File: src/rtl/cpu_types_pkg.sv
// Shared types for the multicycle RV32I control path: opcodes, ALU operations,
// FSM states, funct constants and the branch-resolution helper.
package cpu_types_pkg;

  typedef enum logic [6:0] {
    RTYPE = 7'b0110011,
    ITYPE = 7'b0010011,
    LW    = 7'b0000011,
    SW    = 7'b0100011,
    BTYPE = 7'b1100011,
    JAL   = 7'b1101111,
    JALR  = 7'b1100111,
    LUI   = 7'b0110111,
    AUIPC = 7'b0010111,
    HALT  = 7'b1111111
  } opcode_t;

  typedef enum logic [3:0] {
    ALU_ADD, ALU_SUB, ALU_SLL, ALU_SLT, ALU_SLTU,
    ALU_XOR, ALU_SRL, ALU_SRA, ALU_OR, ALU_AND
  } aluop_t;

  typedef enum logic [2:0] {
    RESET, FETCH, DECODE, EXEC, MULT, MEM, WB, HALTED
  } state_t;

  localparam logic [6:0] MUL_FUNCT7 = 7'h01;

  localparam logic [2:0] F3_BEQ  = 3'b000;
  localparam logic [2:0] F3_BNE  = 3'b001;
  localparam logic [2:0] F3_BLT  = 3'b100;
  localparam logic [2:0] F3_BGE  = 3'b101;
  localparam logic [2:0] F3_BLTU = 3'b110;
  localparam logic [2:0] F3_BGEU = 3'b111;

  // BEQ/BNE compare with SUB; the LT family with SLT/SLTU, where a nonzero result means "less than".
  function automatic logic branch_taken(input logic [2:0] f3, input logic zero);
    logic taken;
    taken = 1'b0;
    case (f3)
      F3_BEQ, F3_BGE, F3_BGEU: taken = zero;
      F3_BNE, F3_BLT, F3_BLTU: taken = !zero;
      default:                 taken = 1'b0;
    endcase
    return taken;
  endfunction

endpackage

File: src/rtl/alu_decoder.sv
// Combinational map from instruction fields to the ALU operation used in EXEC.
module alu_decoder
  import cpu_types_pkg::*;
(
  input  opcode_t    opcode,
  input  logic [2:0] funct3,
  input  logic [6:0] funct7,
  output aluop_t     aluop
);

  function automatic aluop_t arith_op(input logic [2:0] f3, input logic alt);
    aluop_t op;
    case (f3)
      3'b000:  op = alt ? ALU_SUB : ALU_ADD;
      3'b001:  op = ALU_SLL;
      3'b010:  op = ALU_SLT;
      3'b011:  op = ALU_SLTU;
      3'b100:  op = ALU_XOR;
      3'b101:  op = alt ? ALU_SRA : ALU_SRL;
      3'b110:  op = ALU_OR;
      default: op = ALU_AND;
    endcase
    return op;
  endfunction

  always_comb begin
    aluop = ALU_ADD;
    case (opcode)
      RTYPE: begin
        // Multiplies bypass the ALU; keep it on a harmless ADD.
        if (funct7 == MUL_FUNCT7) aluop = ALU_ADD;
        else                      aluop = arith_op(funct3, funct7[5]);
      end
      ITYPE: aluop = arith_op(funct3, (funct3 == 3'b101) && funct7[5]);
      BTYPE: begin
        case (funct3)
          F3_BEQ, F3_BNE:   aluop = ALU_SUB;
          F3_BLT, F3_BGE:   aluop = ALU_SLT;
          F3_BLTU, F3_BGEU: aluop = ALU_SLTU;
          default:          aluop = ALU_ADD;
        endcase
      end
      default: aluop = ALU_ADD;
    endcase
  end

endmodule

File: src/rtl/multicycle_control_unit.sv
// Moore sequencer for the multicycle RV32I(+M) datapath: fetch, decode, execute,
// multiply, memory and writeback, with an optional memory-wait watchdog.
module multicycle_control_unit
  import cpu_types_pkg::*;
#(
  parameter int MULDIV_EN   = 1,
  parameter int MUL_LAT     = 4,
  parameter int WDOG_CYCLES = 0
) (
  input  logic       CLK,
  input  logic       nRST,
  input  opcode_t    opcode,
  input  logic [2:0] funct3,
  input  logic [6:0] funct7,
  input  logic       alu_zero,
  input  logic       ihit,
  input  logic       dhit,
  output logic       iREN,
  output logic       dREN,
  output logic       dWEN,
  output logic       IRWrite,
  output logic       PCWrite,
  output logic       PCSrc,
  output logic       Jump,
  output logic       ALUSrc,
  output logic       MemtoReg,
  output logic       RegWrite,
  output aluop_t     aluop,
  output logic       mul_start,
  output logic       halt,
  output logic       fault,
  output state_t     state
);

  localparam logic [3:0]  MUL_LOAD  = 4'(MUL_LAT - 1);
  localparam logic [15:0] WDOG_LAST = 16'(WDOG_CYCLES - 1);

  logic [3:0]  mul_cnt;
  logic [15:0] wait_cnt;
  logic        wdog_expire;
  logic        is_mul;
  logic        mul_op;
  logic        known_op;
  aluop_t      dec_aluop;

  alu_decoder u_alu_decoder (
    .opcode (opcode),
    .funct3 (funct3),
    .funct7 (funct7),
    .aluop  (dec_aluop)
  );

  assign is_mul      = (opcode == RTYPE) && (funct7 == MUL_FUNCT7);
  assign mul_op      = is_mul && (MULDIV_EN != 0);
  assign wdog_expire = (WDOG_CYCLES > 0) && (wait_cnt == WDOG_LAST);

  always_comb begin
    known_op = 1'b0;
    case (opcode)
      RTYPE, ITYPE, LW, SW, BTYPE, JAL, JALR, LUI, AUIPC: known_op = 1'b1;
      default: known_op = 1'b0;
    endcase
  end

  // Handshake: iREN (FETCH) and dREN/dWEN (MEM) are held until the matching
  // ihit/dhit is seen in that state; a hit in any other state is ignored, and
  // a hit on the watchdog's last cycle still completes the access.
  always_ff @(posedge CLK or negedge nRST) begin
    if (!nRST) begin
      state    <= RESET;
      mul_cnt  <= 4'd0;
      wait_cnt <= 16'd0;
      halt     <= 1'b0;
      fault    <= 1'b0;
    end else begin
      case (state)
        RESET: begin
          state    <= FETCH;
          wait_cnt <= 16'd0;
        end
        FETCH: begin
          if (ihit) begin
            state    <= DECODE;
            wait_cnt <= 16'd0;
          end else if (wdog_expire) begin
            state    <= HALTED;
            halt     <= 1'b1;
            fault    <= 1'b1;
            wait_cnt <= 16'd0;
          end else begin
            wait_cnt <= wait_cnt + 16'd1;
          end
        end
        DECODE: begin
          if (opcode == HALT) begin
            state <= HALTED;
            halt  <= 1'b1;
          end else if (!known_op || (is_mul && MULDIV_EN == 0)) begin
            state <= HALTED;
            halt  <= 1'b1;
            fault <= 1'b1;
          end else begin
            state <= EXEC;
          end
        end
        EXEC: begin
          case (opcode)
            LW, SW: begin
              state    <= MEM;
              wait_cnt <= 16'd0;
            end
            BTYPE: state <= FETCH;
            default: begin
              if (mul_op) begin
                state   <= MULT;
                mul_cnt <= MUL_LOAD;
              end else begin
                state <= WB;
              end
            end
          endcase
        end
        MULT: begin
          if (mul_cnt == 4'd0) state <= WB;
          else                 mul_cnt <= mul_cnt - 4'd1;
        end
        MEM: begin
          if (dhit) begin
            state    <= (opcode == LW) ? WB : FETCH;
            wait_cnt <= 16'd0;
          end else if (wdog_expire) begin
            state    <= HALTED;
            halt     <= 1'b1;
            fault    <= 1'b1;
            wait_cnt <= 16'd0;
          end else begin
            wait_cnt <= wait_cnt + 16'd1;
          end
        end
        WB:      state <= FETCH;
        HALTED:  state <= HALTED;
        default: state <= RESET;
      endcase
    end
  end

  always_comb begin
    iREN      = 1'b0;
    dREN      = 1'b0;
    dWEN      = 1'b0;
    IRWrite   = 1'b0;
    PCWrite   = 1'b0;
    PCSrc     = 1'b0;
    Jump      = 1'b0;
    ALUSrc    = 1'b0;
    MemtoReg  = 1'b0;
    RegWrite  = 1'b0;
    aluop     = ALU_ADD;
    mul_start = 1'b0;
    case (state)
      FETCH: begin
        iREN    = 1'b1;
        IRWrite = ihit;
      end
      EXEC: begin
        aluop     = dec_aluop;
        mul_start = mul_op;
        case (opcode)
          ITYPE, LW, SW, JALR, LUI, AUIPC: ALUSrc = 1'b1;
          default:                         ALUSrc = 1'b0;
        endcase
        if (opcode == BTYPE) begin
          PCWrite = 1'b1;
          PCSrc   = branch_taken(funct3, alu_zero);
        end
      end
      MEM: begin
        dREN    = (opcode == LW);
        dWEN    = (opcode == SW);
        PCWrite = (opcode == SW) && dhit;
      end
      WB: begin
        RegWrite = 1'b1;
        PCWrite  = 1'b1;
        MemtoReg = (opcode == LW);
        Jump     = (opcode == JAL) || (opcode == JALR);
      end
      default: ;
    endcase
  end

endmodule

File: config.mk
export PLATFORM = sky130hd
export DESIGN_NAME = multicycle_control_unit
export DESIGN_NICKNAME = d
export VERILOG_FILES = /design/src/rtl/cpu_types_pkg.sv /design/src/rtl/alu_decoder.sv /design/src/rtl/multicycle_control_unit.sv
export SDC_FILE = /design/constraint.sdc
export NUM_CORES = 1
export LEC_CHECK = 0
export ABC_AREA = 1
export ABC_CLOCK_PERIOD_IN_PS = 1500
export BUFFER_PORTS_ARGS = -buffer_cell sky130_fd_sc_hd__buf_4
export CORE_MARGIN = 5
export CORE_UTILIZATION = 45
export DETAILED_ROUTE_END_ITERATION = 8
export GPL_TIMING_DRIVEN = 0
export PLACE_DENSITY = 0.75
export SLEW_MARGIN = 20
export SYNTH_ARGS = -nofsm -noshare
export SYNTH_HDL_FRONTEND = slang
export SYNTH_SLANG_ARGS = --single-unit
export TNS_END_PERCENT = 5
File: constraint.sdc
create_clock -name CLK -period 1.5 [get_ports CLK]
set_input_delay 0.075 -clock CLK [delete_from_list [all_inputs] [get_ports CLK]]
set_output_delay 0.075 -clock CLK [all_outputs]
set_load 0.05 [all_outputs]
==> results.yml <==
critical_path:
  path_buf_inv: 2
  slowest_delay_ps: 410
  cp.required_ps: 1420
  endpoint_kind: "output pin"
  worstPathMaxFanout: 2
  start_kind: "flip-flop"
  critical_path.cell_chain: "inv_2 > nand2_4 > nor2_4 > nand3_2 > nor3_4 > nand2_2 > nand3_4 > buf_8"
  critPathTopFamily: "simple AND/OR/NAND/NOR gates"
  slowest_stage: "dfrtp_2"
  arrival_ps: 1510
  worstSetupPathType: "flip-flop to output pin"
clock_tree:
  clk_path_buf_depth: 2
  cts_tree: "done"
  clockRootBuffer: "clkbuf_4"
  htree_levels: 1
  clkSinkCount: 9
  cts_buffers: 3
  clk_latency_ps: 280
  path_clk_slew_ps: 70
run:
  cap_violations: 0
synthesis:
  synth_area_per_cell_um2: 6.023
  ys.flop_type: "dfrtp_1"
  ys_ff_latch: 9
  synth_edf_count: 0
  synth_cells: 172
  synth_warnings: 0
  synth_cell_types: 30
  ys_seq_area_frac: 0.2174
  syn_nets: 196
  syn_area_mm2: 0.001036
  async_flop_share: 1.000
routing:
  wirelength_mm: 3.299
  viasPerCell: 5.206
  drcViolationCount: 0
  vias: 1312
  wl_per_cell_um: 13.09
  dr.pass1.iters: 4
  wl_met2_mm: 1.709
  met3_length_um: 251
  maxUsedRoutingLayer: "met4"
  drt-met1-wl_mm: 1.256
  dr.first_iter.drc_count: 50
  detail-route-antenna-nets: 0
global_routing:
  grt-ovfl-total: 0
  antenna_found_initial: 0
  grt_pass1_vias: 1318
  grt_util_all_layers: 0.2056
  grt_max_degree: 10
  grt_pass1_wl_mm: 5.499
layout:
  final_cell_mix: "36 x buf_4, 34 x nand2_1, 23 x inv_1"
  diodes: 0
  utilization: 0.7443
  final_common_cell: "buf_4"
  nets: 249
  syn_to_final_growth_pct: 58.94
  drive_above_1_share: 0.4420
place:
  dp_hpwl_mm: 2.495
  place_congestion: 0.9470
  io_buffers: 40
outcome:
  status: "finished with violations"
  violations: "setup timing"
power_and_ir_drop:
  vdd_drop_max_uv: 1308
  cellPowerDensity_mw_per_mm2: 1441
  finalPower_mw: 2.373
  power.leakage_nw: 0.8574
timing:
  finalMaxSlewViolations: 0
  relSlewSlack: 0.7557
  rsz0062_at_grt: "yes"
  setup_slack_ps: -85.80
  fmax_mhz: 630.6
  skew_ps: 10.69
  setup_viol: 5
  hold_viol_final: 0
  fin_crit_sh: 1.057
  finalCriticalPeriod_ps: 1586
  tightestPinTransition_ps: 363.6
hold_path:
  hold_class: "primary input to asynchronous set/reset pin"
floorplanning:
  die_h_um: 57.98
  initial_core_util: 0.4683
  chipWidth_um: 57.98
  ios: 42
  dieArea_mm2: 0.003362
  row_count: 17
  coreArea_mm2: 0.002212
==> metal layers <==
| layer | GRT usage | vias to the layer above |
|---|---|---|
| met2 | 0.3806 | 52 |
| li1 | - | 653 |
| met5 | 0 | - |
| met3 | 0.02450 | 11 |
| met1 | 0.2243 | 596 |
| met4 | 0.1126 | 0 |
==> state kept, by name, summed over array words and instances, names as in the netlist <==
signal	count
mul_cnt	4
fault	1
state	3
halt	1
==> cell usage after synthesis (2+ instances only) <==
library cell  number  area [um^2]
a21oi_2            3        26.28
o21ai_0            7        35.03
o21bai_1           2        15.01
nand2_1           37        138.9
o21ai_1            3        15.01
nand3_1           17        85.08
inv_1             27        101.4
o211ai_1           2        15.01
nand2_2            6        37.54
xor2_1             3        26.28
nor3_1             5        25.02
a21oi_1            4        20.02
dfrtp_1            9        225.2
inv_2              6        22.52
ha_1               2        25.02
nor2_2             5        31.28
nor2_1            21        78.83
==> cell type report <==
| type | count | area (um^2) |
|---|---|---|
| Buffer | 1 | 3.754 |
| Clock buffer | 4 | 26.28 |
| Fill cell | 169 | 565.5 |
| Inverter | 34 | 137.6 |
| Multi-Input combinational cell | 128 | 807.0 |
| Sequential cell | 9 | 229.0 |
| Tap cell | 28 | 35.03 |
| Timing Repair Buffer | 48 | 407.9 |
==> what timing repair did <==
item                                    CTS  global route
hold buffers                              1             0
buffers inserted                          7             0
resized for setup                        22             7
endpoints found under the hold margin     9             0
endpoints found under the setup margin   11            14
pin swaps                                 8             4
==> logic make-up (layout without fill, tap and decap cells) <==
kind of cell,after synthesis,count (layout),synth area share
AO/OA/AOI/OAI,26,26,0.1667
buffers and inverters,35,87,0.1268
AND/OR/NAND/NOR,97,97,0.4396
XOR/XNOR,3,3,0.02537
flip-flops,9,9,0.2174
adder cells (fa/ha/maj),2,2,0.02415
==> power breakdown <==
group | internal (mW) | switching [mW]
Combinational | 0.628 | 1.12
Sequential | 0.340 | 0.0919
Clock | 0.103 | 0.0939
==> through the flow <==
| step | hold slack, ps | setup TNS, ps | cell area, um^2 | instances | setup slack (ps) |
|---|---|---|---|---|---|
| 4_1_cts | 140.7 | -134.8 | 1622 | 252 | -70.33 |
| 3_5_place_dp | -95.97 | 0 | 1458 | 240 | 33.39 |
| 3_3_place_gp | -98.85 | 0 | 1458 | 240 | 59.80 |
| 6_report | 153.9 | -132.0 | 1647 | 252 | -85.80 |
| 2_1_floorplan | -220.6 | -2416 | 1122 | 172 | -304.1 |
| 5_1_grt | 173.6 | -607.2 | 1647 | 252 | -167.9 |
==> path summary, 6_finish.rpt <==
check / cells after the start / end / from / slack, ps
hold reg to reg: 2 / halt / halt / 490
setup / recovery: 8 / PCWrite / state[1] / -90
min in group CLK: 5 / state[1] / ihit / 210
setup reg to reg: 9 / state[1] / mul_cnt[0] / 70
max in group asynchronous: 2 / state[1] / nRST / 1190
hold / removal: 2 / mul_cnt[3] / nRST / 150
(Power assumes the default switching activity.)
